===== src/rtl/ps2_pkg.sv =====
// Shared PS/2 device definitions: FSM states, reply bytes, frame length
// and the frame/parity helpers used by the device-side transceiver.
package ps2_pkg;

  typedef enum logic [2:0] {
    ST_IDLE,
    ST_HOLDOFF,
    ST_TX,
    ST_INHIBIT,
    ST_RX,
    ST_RX_ACK,
    ST_ACK_Q
  } ps2_state_e;

  localparam logic [7:0] PS2_ACK       = 8'hFA;
  localparam logic [7:0] PS2_RESEND    = 8'hFE;
  localparam int         PS2_FRAME_LEN = 11;

  // Bit that makes the 8 data bits plus parity contain an odd number of ones.
  function automatic logic odd_parity(input logic [7:0] d);
    return ~^d;
  endfunction

  // Bit 0 is the start bit, bit 10 the stop bit.
  function automatic logic [PS2_FRAME_LEN-1:0] ps2_frame(input logic [7:0] d);
    return {1'b1, odd_parity(d), d, 1'b0};
  endfunction

endpackage


===== src/rtl/ps2_sync.sv =====
// Two-flop synchronizer for one open-collector PS/2 line; resets to the
// released (high) level so the bus looks idle straight out of reset.
module ps2_sync (
  input  logic i_clk,
  input  logic i_rst,
  input  logic i_d,
  output logic o_q
);

  logic meta_q;
  logic sync_q;

  always_ff @(posedge i_clk) begin
    if (i_rst) begin
      meta_q <= 1'b1;
      sync_q <= 1'b1;
    end else begin
      meta_q <= i_d;
      sync_q <= meta_q;
    end
  end

  assign o_q = sync_q;

endmodule


===== src/rtl/ps2_device_tx.sv =====
// PS/2 device-side transceiver: sends scan-code bytes, receives host
// commands (with ack pulse) and optionally auto-replies 0xFA / 0xFE.
module ps2_device_tx
  import ps2_pkg::*;
#(
  parameter int HALF_PER = 4,
  parameter int IDLE_MIN = 8,
  parameter bit AUTO_ACK = 1'b1
) (
  input  logic       i_clk_100k,
  input  logic       i_rst,
  input  logic       i_ps2_clk,
  input  logic       i_ps2_dat,
  output logic       o_ps2_clk_oe,
  output logic       o_ps2_dat_oe,
  input  logic [7:0] i_tx_data,
  input  logic       i_tx_valid,
  output logic       o_tx_ready,
  output logic [7:0] o_rx_data,
  output logic       o_rx_valid,
  output logic       o_rx_err,
  output logic       o_busy
);

  localparam logic [15:0] HALF_LAST = 16'(HALF_PER - 1);
  localparam logic [15:0] IDLE_LAST = 16'(IDLE_MIN - 1);
  localparam logic [3:0]  STOP_IDX  = 4'(PS2_FRAME_LEN - 1);
  localparam logic [3:0]  RX_STOP   = 4'(PS2_FRAME_LEN - 2);

  logic sclk, sdat;

  ps2_sync u_sync_clk (.i_clk(i_clk_100k), .i_rst(i_rst), .i_d(i_ps2_clk), .o_q(sclk));
  ps2_sync u_sync_dat (.i_clk(i_clk_100k), .i_rst(i_rst), .i_d(i_ps2_dat), .o_q(sdat));

  ps2_state_e        state_q, state_d;
  logic [15:0]       cnt_q, cnt_d;
  logic [3:0]        bit_q, bit_d;
  logic              phase_q, phase_d;   // 0 = clock released, 1 = clock pulled low
  logic [10:0]       tx_frame_q, tx_frame_d;
  logic              tx_is_ack_q, tx_is_ack_d;
  logic [7:0]        user_byte_q, user_byte_d;
  logic              user_pend_q, user_pend_d;
  logic [7:0]        ack_byte_q, ack_byte_d;
  logic              ack_pend_q, ack_pend_d;
  logic [8:0]        rx_shift_q, rx_shift_d;
  logic [7:0]        rx_data_q, rx_data_d;
  logic              rx_valid_q, rx_valid_d;
  logic              rx_err_q, rx_err_d;
  logic              tx_ready_q, tx_ready_d;
  logic              busy_q, busy_d;
  logic              clk_oe_q, clk_oe_d;
  logic              dat_oe_q, dat_oe_d;

  logic host_rts, line_idle, half_done;

  assign host_rts  = sclk & ~sdat;
  assign line_idle = sclk & sdat;
  assign half_done = (cnt_q == HALF_LAST);

  always_comb begin
    state_d     = state_q;
    cnt_d       = cnt_q;
    bit_d       = bit_q;
    phase_d     = phase_q;
    tx_frame_d  = tx_frame_q;
    tx_is_ack_d = tx_is_ack_q;
    user_byte_d = user_byte_q;
    user_pend_d = user_pend_q;
    ack_byte_d  = ack_byte_q;
    ack_pend_d  = ack_pend_q;
    rx_shift_d  = rx_shift_q;
    rx_data_d   = rx_data_q;
    rx_valid_d  = 1'b0;
    rx_err_d    = 1'b0;

    case (state_q)
      ST_IDLE: begin
        cnt_d   = '0;
        bit_d   = '0;
        phase_d = 1'b0;
        if (tx_ready_q && i_tx_valid) begin
          user_byte_d = i_tx_data;
          user_pend_d = 1'b1;
        end
        if (host_rts) begin
          state_d = ST_RX;
          phase_d = 1'b1;
        end else if (user_pend_q || ack_pend_q) begin
          state_d = ST_HOLDOFF;
        end
      end

      ST_HOLDOFF: begin
        if (host_rts) begin
          state_d = ST_RX;
          cnt_d   = '0;
          bit_d   = '0;
          phase_d = 1'b1;
        end else if (!line_idle) begin
          cnt_d = '0;
        end else if (cnt_q == IDLE_LAST) begin
          // A queued ack reply always goes ahead of the user byte.
          state_d     = ST_TX;
          cnt_d       = '0;
          bit_d       = '0;
          phase_d     = 1'b0;
          tx_is_ack_d = ack_pend_q;
          tx_frame_d  = ps2_frame(ack_pend_q ? ack_byte_q : user_byte_q);
        end else begin
          cnt_d = cnt_q + 16'd1;
        end
      end

      ST_TX: begin
        if (!half_done) begin
          cnt_d = cnt_q + 16'd1;
        end else begin
          cnt_d = '0;
          if (!phase_q) begin
            // Host holding the clock low while we release it; ignored on the stop pulse.
            if (!sclk && bit_q != STOP_IDX) begin
              state_d = ST_INHIBIT;
            end else begin
              phase_d = 1'b1;
            end
          end else if (bit_q == STOP_IDX) begin
            state_d = ST_IDLE;
            if (tx_is_ack_q) ack_pend_d = 1'b0;
            else             user_pend_d = 1'b0;
          end else begin
            bit_d   = bit_q + 4'd1;
            phase_d = 1'b0;
          end
        end
      end

      ST_INHIBIT: begin
        // Short guard lets the synchronizers settle after both lines are released.
        if (cnt_q < 16'd2) begin
          cnt_d = cnt_q + 16'd1;
        end else if (sclk) begin
          state_d = ST_IDLE;
        end
      end

      ST_RX: begin
        if (!half_done) begin
          cnt_d = cnt_q + 16'd1;
        end else begin
          cnt_d = '0;
          if (phase_q) begin
            phase_d = 1'b0;
          end else if (bit_q == RX_STOP) begin
            if (sdat) begin
              state_d = ST_RX_ACK;
            end else begin
              state_d  = ST_IDLE;
              rx_err_d = 1'b1;
            end
          end else begin
            rx_shift_d = {sdat, rx_shift_q[8:1]};
            bit_d      = bit_q + 4'd1;
            phase_d    = 1'b1;
          end
        end
      end

      ST_RX_ACK: begin
        if (!half_done) begin
          cnt_d = cnt_q + 16'd1;
        end else begin
          cnt_d = '0;
          if (!phase_q) phase_d = 1'b1;
          else          state_d = ST_ACK_Q;
        end
      end

      ST_ACK_Q: begin
        state_d = ST_IDLE;
        if (odd_parity(rx_shift_q[7:0]) == rx_shift_q[8]) begin
          rx_data_d  = rx_shift_q[7:0];
          rx_valid_d = 1'b1;
          ack_byte_d = PS2_ACK;
        end else begin
          rx_err_d   = 1'b1;
          ack_byte_d = PS2_RESEND;
        end
        ack_pend_d = AUTO_ACK ? 1'b1 : ack_pend_q;
      end

      default: state_d = ST_IDLE;
    endcase

    tx_ready_d = (state_d == ST_IDLE) && !user_pend_d;
    busy_d     = (state_d != ST_IDLE);
    clk_oe_d   = phase_d && (state_d == ST_TX || state_d == ST_RX || state_d == ST_RX_ACK);
    dat_oe_d   = (state_d == ST_TX) ? ~tx_frame_d[bit_d] : (state_d == ST_RX_ACK);
  end

  always_ff @(posedge i_clk_100k) begin
    if (i_rst) begin
      state_q     <= ST_IDLE;
      cnt_q       <= '0;
      bit_q       <= '0;
      phase_q     <= 1'b0;
      tx_frame_q  <= '0;
      tx_is_ack_q <= 1'b0;
      user_byte_q <= '0;
      user_pend_q <= 1'b0;
      ack_byte_q  <= '0;
      ack_pend_q  <= 1'b0;
      rx_shift_q  <= '0;
      rx_data_q   <= '0;
      rx_valid_q  <= 1'b0;
      rx_err_q    <= 1'b0;
      tx_ready_q  <= 1'b1;
      busy_q      <= 1'b0;
      clk_oe_q    <= 1'b0;
      dat_oe_q    <= 1'b0;
    end else begin
      state_q     <= state_d;
      cnt_q       <= cnt_d;
      bit_q       <= bit_d;
      phase_q     <= phase_d;
      tx_frame_q  <= tx_frame_d;
      tx_is_ack_q <= tx_is_ack_d;
      user_byte_q <= user_byte_d;
      user_pend_q <= user_pend_d;
      ack_byte_q  <= ack_byte_d;
      ack_pend_q  <= ack_pend_d;
      rx_shift_q  <= rx_shift_d;
      rx_data_q   <= rx_data_d;
      rx_valid_q  <= rx_valid_d;
      rx_err_q    <= rx_err_d;
      tx_ready_q  <= tx_ready_d;
      busy_q      <= busy_d;
      clk_oe_q    <= clk_oe_d;
      dat_oe_q    <= dat_oe_d;
    end
  end

  assign o_ps2_clk_oe = clk_oe_q;
  assign o_ps2_dat_oe = dat_oe_q;
  assign o_tx_ready   = tx_ready_q;
  assign o_rx_data    = rx_data_q;
  assign o_rx_valid   = rx_valid_q;
  assign o_rx_err     = rx_err_q;
  assign o_busy       = busy_q;

endmodule

===== config.mk =====
export PLATFORM = sky130hd
export DESIGN_NAME = ps2_device_tx
export DESIGN_NICKNAME = d
export VERILOG_FILES = /design/src/rtl/ps2_pkg.sv /design/src/rtl/ps2_sync.sv /design/src/rtl/ps2_device_tx.sv
export SDC_FILE = /design/constraint.sdc
export NUM_CORES = 1
export LEC_CHECK = 0
export BUFFER_PORTS_ARGS = -buffer_cell sky130_fd_sc_hd__buf_2
export CAP_MARGIN = 10
export CORE_MARGIN = 2
export CORE_UTILIZATION = 50
export CTS_CLUSTER_DIAMETER = 120
export CTS_CLUSTER_SIZE = 40
export DETAILED_ROUTE_END_ITERATION = 8
export GPL_TIMING_DRIVEN = 0
export HOLD_SLACK_MARGIN = 0.02
export PLACE_DENSITY = 0.76
export SLEW_MARGIN = 15
export SYNTH_ARGS = -nofsm -noshare
export SYNTH_HDL_FRONTEND = slang
export SYNTH_HIERARCHICAL = 1
export SYNTH_SLANG_ARGS = --single-unit

===== constraint.sdc =====
create_clock -name i_clk_100k -period 3.1 [get_ports i_clk_100k]
set_input_delay 0.155 -clock i_clk_100k [delete_from_list [all_inputs] [get_ports i_clk_100k]]
set_output_delay 0.155 -clock i_clk_100k [all_outputs]
set_load 0.02 [all_outputs]

==> impl_summary.log, run 1 <==
[metrics] clock latency reported for the late side of the worst-skew pair: 0.35 ns
[metrics] core region area: 7250 µm²
[metrics] Port Buffers: 26
[metrics] buffer depth of the longest clock path: 2
[metrics] number of nets at the end of the flow: 497
[metrics] full die area: 8220 µm²
[metrics] worst setup path class: flip-flop to flip-flop
[metrics] maximum achievable frequency: 354 MHz
[metrics] number of setup violations in the final report: 0
[metrics] fin. max-slew vios: 0
[metrics] total vias in the final route: 3280
[metrics] fraction of final layout cells sized beyond drive strength 1: 16.1%
[metrics] commonest non-fill, non-tap cell in the layout: dfxtp_1
[metrics] filler cell count: 667
[metrics] maximum VDD drop: 0.271 mV
[metrics] Largest stage delay, worst path: 0.48 ns
[metrics] shortest period the worst path allows: 2.82 ns
[metrics] Die Y: 90.6 µm
[metrics] data required time at the worst endpoint: 3.35 ns
[metrics] number of buffers inserted during clock tree synthesis: 9
[metrics] terminus of the critical flop-to-flop path: o_ps2_dat_oe$_SDFF_PP0_
[metrics] cells on worst reg2reg path: 11
[metrics] pwr dens: 485 nW/µm²
[metrics] final hold violation count: 0
[metrics] Avg Synthesized Cell Area: 8.51 µm²
[metrics] met2 GRT Util: 33.0%
[metrics] filler-free cell count of the finished design: 584
[metrics] setup clock skew after layout: 0.0137 ns
[metrics] placer congestion estimate: 0.956
[metrics] standard-cell rows: 31
[metrics] share of the clock period used by the worst path: 91.1%
[metrics] maximum level of the CTS H-tree: 3
[metrics] Reg2Reg Launch Point: bit_q[0]$_SDFF_PP0_
[metrics] Arr. time, crit path: 3.07 ns
[metrics] number of antenna cells inserted: 0
[metrics] most congested layer reported by global routing: met2
[metrics] Post CTS Setup Buffer Count: 0
[metrics] total congestion overflow after global routing: 0
[metrics] normalized max-slew margin: 57.8%
[metrics] instance count of the mapped netlist: 441
[metrics] layout-stage area growth over the synthesis result: 13.9%
[metrics] biggest area contributors in the synthesized netlist: dfxtp_1 (40%), nor2_1 (6.1%), nand2_1 (5.0%), a21oi_1 (4.5%), xnor2_1 (4.2%)
[metrics] fraction of the yosys area taken by sequential cells: 40.0%
[metrics] transition time of the tightest slew-check pin: 0.628 ns
[metrics] critical-path cell list: inv_1, ha_1, and3b_1, clkbuf_1, nor4_1, o2bb2a_4, and4_4, nor2_4, nor4bb_1, a22o_1, o31ai_2
[metrics] CTS tree: yes
[metrics] final-layout setup total negative slack: 0 ns
[metrics] total placed cells including tap cells: 566
[metrics] Post-Route WL: 8.61 mm
[metrics] worst min-delay path startpoint: i_rst
[metrics] synthesized netlist net count: 458
[metrics] Syn. warnings: 6
[metrics] DRT Pass-1 Iters: 4
[metrics] Slowest cell on crit path: nor4_1
[metrics] clock slew seen by the registers of the worst setup and hold paths: 0.09 ns
[metrics] sort of element at the start of the critical path: flip-flop
[metrics] cell taking the most area after synthesis: dfxtp_1
[metrics] global routing met1 resource utilization: 28.8%
[metrics] global-route total usage across every layer: 21.6%
[metrics] top library cells by usage in the layout, fill and taps aside: dfxtp_1 (75), nor2_1 (61), nand2_1 (50), buf_2 (36), a21oi_1 (34)
[metrics] first-iteration detailed-routing DRC count: 322
[metrics] DRT antenna net count: 0
[metrics] RSZ-0062 raised after global routing: no
[metrics] total leakage power: 1.54 nW
[metrics] WHS Endpoint: u_sync_dat/o_q$_SDFF_PP1_
[metrics] count of cells along the worst hold path: 2
[metrics] Most used DFF post-synth: dfxtp_1
[metrics] clock root buffer: clkbuf_8
[metrics] placed wire-length estimate after detailed placement: 6.23 mm
[metrics] number of violations of the max-capacitance limit: 0
[metrics] number of antenna violations at the first check in global routing: 0
[metrics] CP max FO: 6
[metrics] outcome: completed
[metrics] met3 global-route usage: 4.34%
[metrics] average routed wire per standard cell: 14.7 µm
[metrics] Setup crit end kind: flip-flop
[metrics] pin count of the biggest net entering global routing: 16
[metrics] routed vias/inst: 5.62
[metrics] effective utilization at floorplan: 51.8%
[metrics] Clock Sink Count: 75
[metrics] number of enable flip-flop cells after synthesis: 0
[metrics] setup slack of the worst register-to-register path: 0.28 ns
[metrics] Post-route DRC: 0
[metrics] min-delay worst type: input pin to flip-flop
[metrics] ys async rst share: 0%
[metrics] cell area after synthesis: 3750 µm²
[metrics] fraction of synthesized cell area taken by the top area cell type: 40.0%
[metrics] Horiz. Die Dim: 90.6 µm
[metrics] via count of the first global-routing pass: 3114
[metrics] count of distinct cell types in the synthesized netlist: 65
[metrics] flop and latch count out of synthesis: 75
[metrics] wire length of the first global-routing pass: 14.5 mm
[metrics] IO Count: 27
[worst max-delay path by stage]
stage / slack [ns] / from / to
3_5_place_dp: 0.30 / cnt_q[1]$_SDFFE_PP0P_ / o_ps2_dat_oe$_SDFF_PP0_
4_1_cts: 0.28 / cnt_q[1]$_SDFFE_PP0P_ / o_ps2_dat_oe$_SDFF_PP0_
3_3_place_gp: 0.36 / cnt_q[1]$_SDFFE_PP0P_ / o_ps2_dat_oe$_SDFF_PP0_
2_1_floorplan: 0.66 / cnt_q[0]$_SDFFE_PP0P_ / o_ps2_dat_oe$_SDFF_PP0_
5_1_grt: 0.08 / cnt_q[1]$_SDFFE_PP0P_ / o_ps2_dat_oe$_SDFF_PP0_
6_report: 0.28 / bit_q[0]$_SDFF_PP0_ / o_ps2_dat_oe$_SDFF_PP0_
[routing by layer]
layer  vias to the layer above  share of wire (%)
met5                         -                  0
met4                         0                3.2
met3                        25                5.3
met2                        92                 44
met1                      1536                 47
li1                       1627                  -
[Yosys cell counts (5+ instances only)]
cell type and instances:
dfxtp_1 75, nor2_1 61, nand2_1 50, a21oi_1 34, xnor2_1 18, mux2i_1 15, clkbuf_1 12, nand3_1 12
a211oi_1 11, xor2_1 11, buf_2 10, nand4_1 10, nor3_1 10, and3_1 9, inv_1 8, o21ai_0 7
nor4_1 6, nand2b_1 5
[kinds of logic after synthesis]
group / share of synthesized area [%]
buffers and inverters: 3.73
adders and majority gates: 1.33
xor gates and xnor gates: 6.77
AOI/OAI and AO/OA: 13.8
and+or+nand+nor: 30.1
muxes: 4.30
DFF: 40.0
[worst max-delay path, delay by kind of cell, from the launching register on]
family	cells	cell delay [ns]
fa+ha+maj	1	0.20
flops	1	0.45
buf+inv	2	0.26
simple gates	5	1.34
compound gates	3	0.48
[final cells by class]
| type | count | area, µm² | area share [%] |
|---|---|---|---|
| clock buffer | 9 | 124 | 2.90 |
| buffer | 23 | 106 | 2.49 |
| clock inverter | 7 | 105 | 2.46 |
| multi-input combinational | 334 | 2130 | 49.8 |
| sequential | 75 | 1500 | 35.1 |
| tap | 99 | 124 | 2.90 |
| timing repair buffer | 28 | 150 | 3.51 |
| inverter | 9 | 33.8 | 0.790 |
[where the power goes]
part	total (W)	switching [W]	internal, W
Sequential	0.00101	0.0000220	0.000987
Clock	0.000865	0.000398	0.000467
Combinational	0.000198	0.000122	0.0000760
Total	0.00207	0.000542	0.00153
[stage by stage]
stage	power (W)	setup WS [ns]	utilization (%)	hold WS, ns	cell area, µm²
after global routing	0.00215	0.0780	58.9	0.0218	4270
after floorplan	0.00117	0.662	-	0.252	3750
after global placement	0.00122	0.357	55.3	0.335	4010
after detailed placement	0.00122	0.299	55.3	0.338	4010
final	0.00207	0.277	58.9	0.0322	4270
after CTS	0.00208	0.276	58.7	0.0213	4260
[state kept, by name, indices dropped and copies added (netlist names), 2 cells and up]
signal,cells
cnt_q,16
tx_frame_q,11
rx_shift_q,9
o_rx_data,8
user_byte_q,8
bit_q,4
state_q,3
ack_byte_q,2
[what timing repair did]
action / 4_1_cts / 5_1_grt
hold endpoints to repair: 2 / 0
endpoints found under the setup margin: 0 / 1
gates resized for setup: 0 / 3
hold buffers: 2 / 0
Power figures use the tool's default switching activity.
==> inputs of run 2 (changes only) <==
--- a/config.mk
+++ b/config.mk
@@ -9,7 +9,7 @@
 export CAP_MARGIN = 10
 export CORE_MARGIN = 2
 export CORE_UTILIZATION = 50
-export CTS_CLUSTER_DIAMETER = 120
+export CTS_CLUSTER_DIAMETER = 40
 export CTS_CLUSTER_SIZE = 40
 export DETAILED_ROUTE_END_ITERATION = 8
 export GPL_TIMING_DRIVEN = 0
==> constraint.sdc (replaced) <==
create_clock -name i_clk_100k -period 3.1 [get_ports i_clk_100k]
set_input_delay 0 -clock i_clk_100k [delete_from_list [all_inputs] [get_ports i_clk_100k]]
set_output_delay 0 -clock i_clk_100k [all_outputs]
set_load 0.02 [all_outputs]
==> run 2 against run 1 <==
  * Die area did not move
  * Utilization increased by 1.5 points
  * Worst setup slack improved by 0.031 ns
  * Largest cell class unchanged
  * Design area up 2.6%
  * Flip-flop and latch count is the same
==> impl_summary.log, run 2 (synthesis gave the netlist of run 1 again) <==
[metrics] outcome: completed
[metrics] global-route total usage across every layer: 22.3% (+0.70 points)
[metrics] Setup crit end kind: flip-flop
[metrics] Arr. time, crit path: 3.04 ns (-0.03 ns)
[metrics] total leakage power: 1.59 nW (+2.8%)
[metrics] full die area: 8220 µm² (unchanged)
[metrics] RSZ-0062 raised after global routing: no
[metrics] Die Y: 90.6 µm (unchanged)
[metrics] first-iteration detailed-routing DRC count: 308 (-4.3%)
[metrics] setup clock skew after layout: 0.0146 ns (+0.000866 ns)
[metrics] IO Count: 27 (unchanged)
[metrics] terminus of the critical flop-to-flop path: o_ps2_dat_oe$_SDFF_PP0_
[metrics] pin count of the biggest net entering global routing: 16 (unchanged)
[metrics] via count of the first global-routing pass: 3180 (+2.1%)
[metrics] Core Util, Final: 60.4% (+1.5 points)
[metrics] transition time of the tightest slew-check pin: 0.616 ns (-0.0119 ns)
[metrics] sort of element at the start of the critical path: flip-flop
[metrics] worst setup path class: flip-flop to flip-flop
[metrics] biggest regs: cnt_q (16), tx_frame_q (11), rx_shift_q (9)
[metrics] normalized max-slew margin: 58.6% (+0.80 points)
[metrics] number of setup violations in the final report: 0 (unchanged)
[metrics] number of antenna cells inserted: 0 (unchanged)
[metrics] maximum level of the CTS H-tree: 3 (unchanged)
[metrics] layout-stage area growth over the synthesis result: 16.8%
[metrics] Reg2Reg Launch Point: bit_q[0]$_SDFF_PP0_
[metrics] maximum VDD drop: 0.271 mV (-0.27%)
[metrics] largest reg by FF count: cnt_q
[metrics] Largest register FFs: 16 (unchanged)
[metrics] Post-Route WL: 8.84 mm (+2.7%)
[metrics] Clock Sink Count: 75 (unchanged)
[metrics] maximum achievable frequency: 358 MHz (+1.1%)
[metrics] final hold violation count: 0 (unchanged)
[metrics] commonest non-fill, non-tap cell in the layout: dfxtp_1
[metrics] smallest hold slack: 0.233 ns (+0.201 ns)
[metrics] area of all placed cells without fillers: 4380 µm² (+2.6%)
[metrics] core region area: 7250 µm² (unchanged)
[metrics] setup slack of the worst register-to-register path: 0.31 ns (+0.03 ns)
[metrics] total vias in the final route: 3357 (+2.3%)
[metrics] Placement Cell Area: 4010 µm² (unchanged)
[metrics] pwr dens: 475 nW/µm² (-2.0%)
[metrics] final-layout setup total negative slack: 0 ns (unchanged)
[metrics] placed wire-length estimate after detailed placement: 6.23 mm (unchanged)
[metrics] Port Buffers: 26 (unchanged)
[metrics] placer congestion estimate: 0.956 (unchanged)
[metrics] share of the clock period used by the worst path: 90.1% (-1.0 points)
[metrics] standard-cell rows: 31 (unchanged)
[metrics] DRT Pass-1 Iters: 5 (+1)
[metrics] min-delay worst type: input pin to flip-flop
[metrics] shortest period the worst path allows: 2.79 ns (-0.0309 ns)
[metrics] effective utilization at floorplan: 51.8% (unchanged)
[metrics] number of antenna violations at the first check in global routing: 0 (unchanged)
[metrics] buffer depth of the longest clock path: 2 (unchanged)
[metrics] average routed wire per standard cell: 14.9 µm (+0.84%)
[metrics] clock latency reported for the late side of the worst-skew pair: 0.35 ns (about the same)
[metrics] clock root buffer: clkbuf_8
[metrics] Critical path origin: bit_q[0]$_SDFF_PP0_
[metrics] CP max FO: 6 (unchanged)
[metrics] clock slew seen by the registers of the worst setup and hold paths: 0.09 ns (about the same)
[metrics] wire length of the first global-routing pass: 14.9 mm (+2.9%)
[metrics] DRT antenna net count: 0 (unchanged)
[metrics] Horiz. Die Dim: 90.6 µm (unchanged)
[metrics] fin. max-slew vios: 0 (unchanged)
[metrics] routed vias/inst: 5.64 (+0.46%)
[metrics] number of nets at the end of the flow: 508 (+2.2%)
[metrics] number of violations of the max-capacitance limit: 0 (unchanged)
[metrics] Post-route DRC: 0 (unchanged)
[metrics] data required time at the worst endpoint: 3.35 ns (about the same)
[metrics] CTS tree: yes
[metrics] total congestion overflow after global routing: 0 (unchanged)
[metrics] fraction of final layout cells sized beyond drive strength 1: 15.7% (-0.36 points)
[metrics] top library cells by usage in the layout, fill and taps aside: dfxtp_1 (75), nor2_1 (61), nand2_1 (50), buf_2 (36), a21oi_1 (34)
[metrics] number of buffers inserted during clock tree synthesis: 9 (unchanged)
[metrics] cells on worst reg2reg path: 11 (unchanged)
[metrics] critical path endpoint: o_ps2_dat_oe$_SDFF_PP0_
run 2: cell types whose count changed in the layout (fill, tap and decap cells not counted), sizes merged:
cell	change
dlygate4sd3	+11
run 2: repair_timing:
item	in CTS	in global routing
endpoints found under the setup margin	0	1
endpoints found under the hold margin	12	0
resized for setup	0	3
setup buffers	0	0
hold buffers	13	0
run 2: how the worst min path moves through the flow:
stage	start	slack, ns	end	cells past startpoint
2_1_floorplan	i_rst	0.1	u_sync_clk/meta_q$_SDFF_PP1_	1
3_3_place_gp	i_ps2_dat	0.18	u_sync_dat/meta_q$_SDFF_PP1_	2
3_5_place_dp	i_ps2_dat	0.18	u_sync_dat/meta_q$_SDFF_PP1_	2
4_1_cts	i_tx_valid	0.22	user_byte_q[0]$_SDFFE_PP0P_	4
5_1_grt	i_tx_valid	0.28	user_byte_q[0]$_SDFFE_PP0P_	4
6_report	i_tx_valid	0.23	user_byte_q[0]$_SDFFE_PP0P_	4
run 2: report_power, final:
part	switching, W	internal, W
Sequential	0.0000221	0.000987
Combinational	0.000125	0.0000851
Clock	0.000396	0.000467
run 2: routing by layer:
metal  up-vias  wire (µm)  share of wire, %  track usage, %
met1      1570       4090                46            29.1
li1       1652          -                 -               -
met2       106       3970                45            34.4
met4         0        329               3.7            12.6
met3        29        459               5.2            4.51
met5         -          0                 0               0
run 2: final cells by class:
| cell class | instances | area [µm²] |
|---|---|---|
| Buffer | 23 | 106 |
| Clock buffer | 9 | 124 |
| Tap cell | 99 | 124 |
| Inverter | 9 | 33.8 |
| Multi-Input combinational cell | 334 | 2130 |
| Sequential cell | 75 | 1500 |
| Fill cell | 656 | 2870 |
| Clock inverter | 7 | 105 |
| Timing Repair Buffer | 39 | 260 |
run 2: critical path, stage by stage (launching register included):
cell and delay (ns):
dfxtp_1 0.43, inv_1 0.07, ha_1 0.20, and3b_1 0.17, clkbuf_1 0.19, nor4_1 0.47, o2bb2a_4 0.21, and4_4 0.20
nor2_4 0.18, nor4bb_1 0.30, a22o_1 0.20, o31ai_2 0.07
run 2: stage by stage:
stage	power, W	setup WS [ns]	instances
global placement	0.00122	0.357	566
floorplan	0.00117	0.662	441
detailed placement	0.00122	0.299	566
finish	0.00208	0.308	595
global route	0.00216	0.0780	595
CTS	0.00209	0.276	595
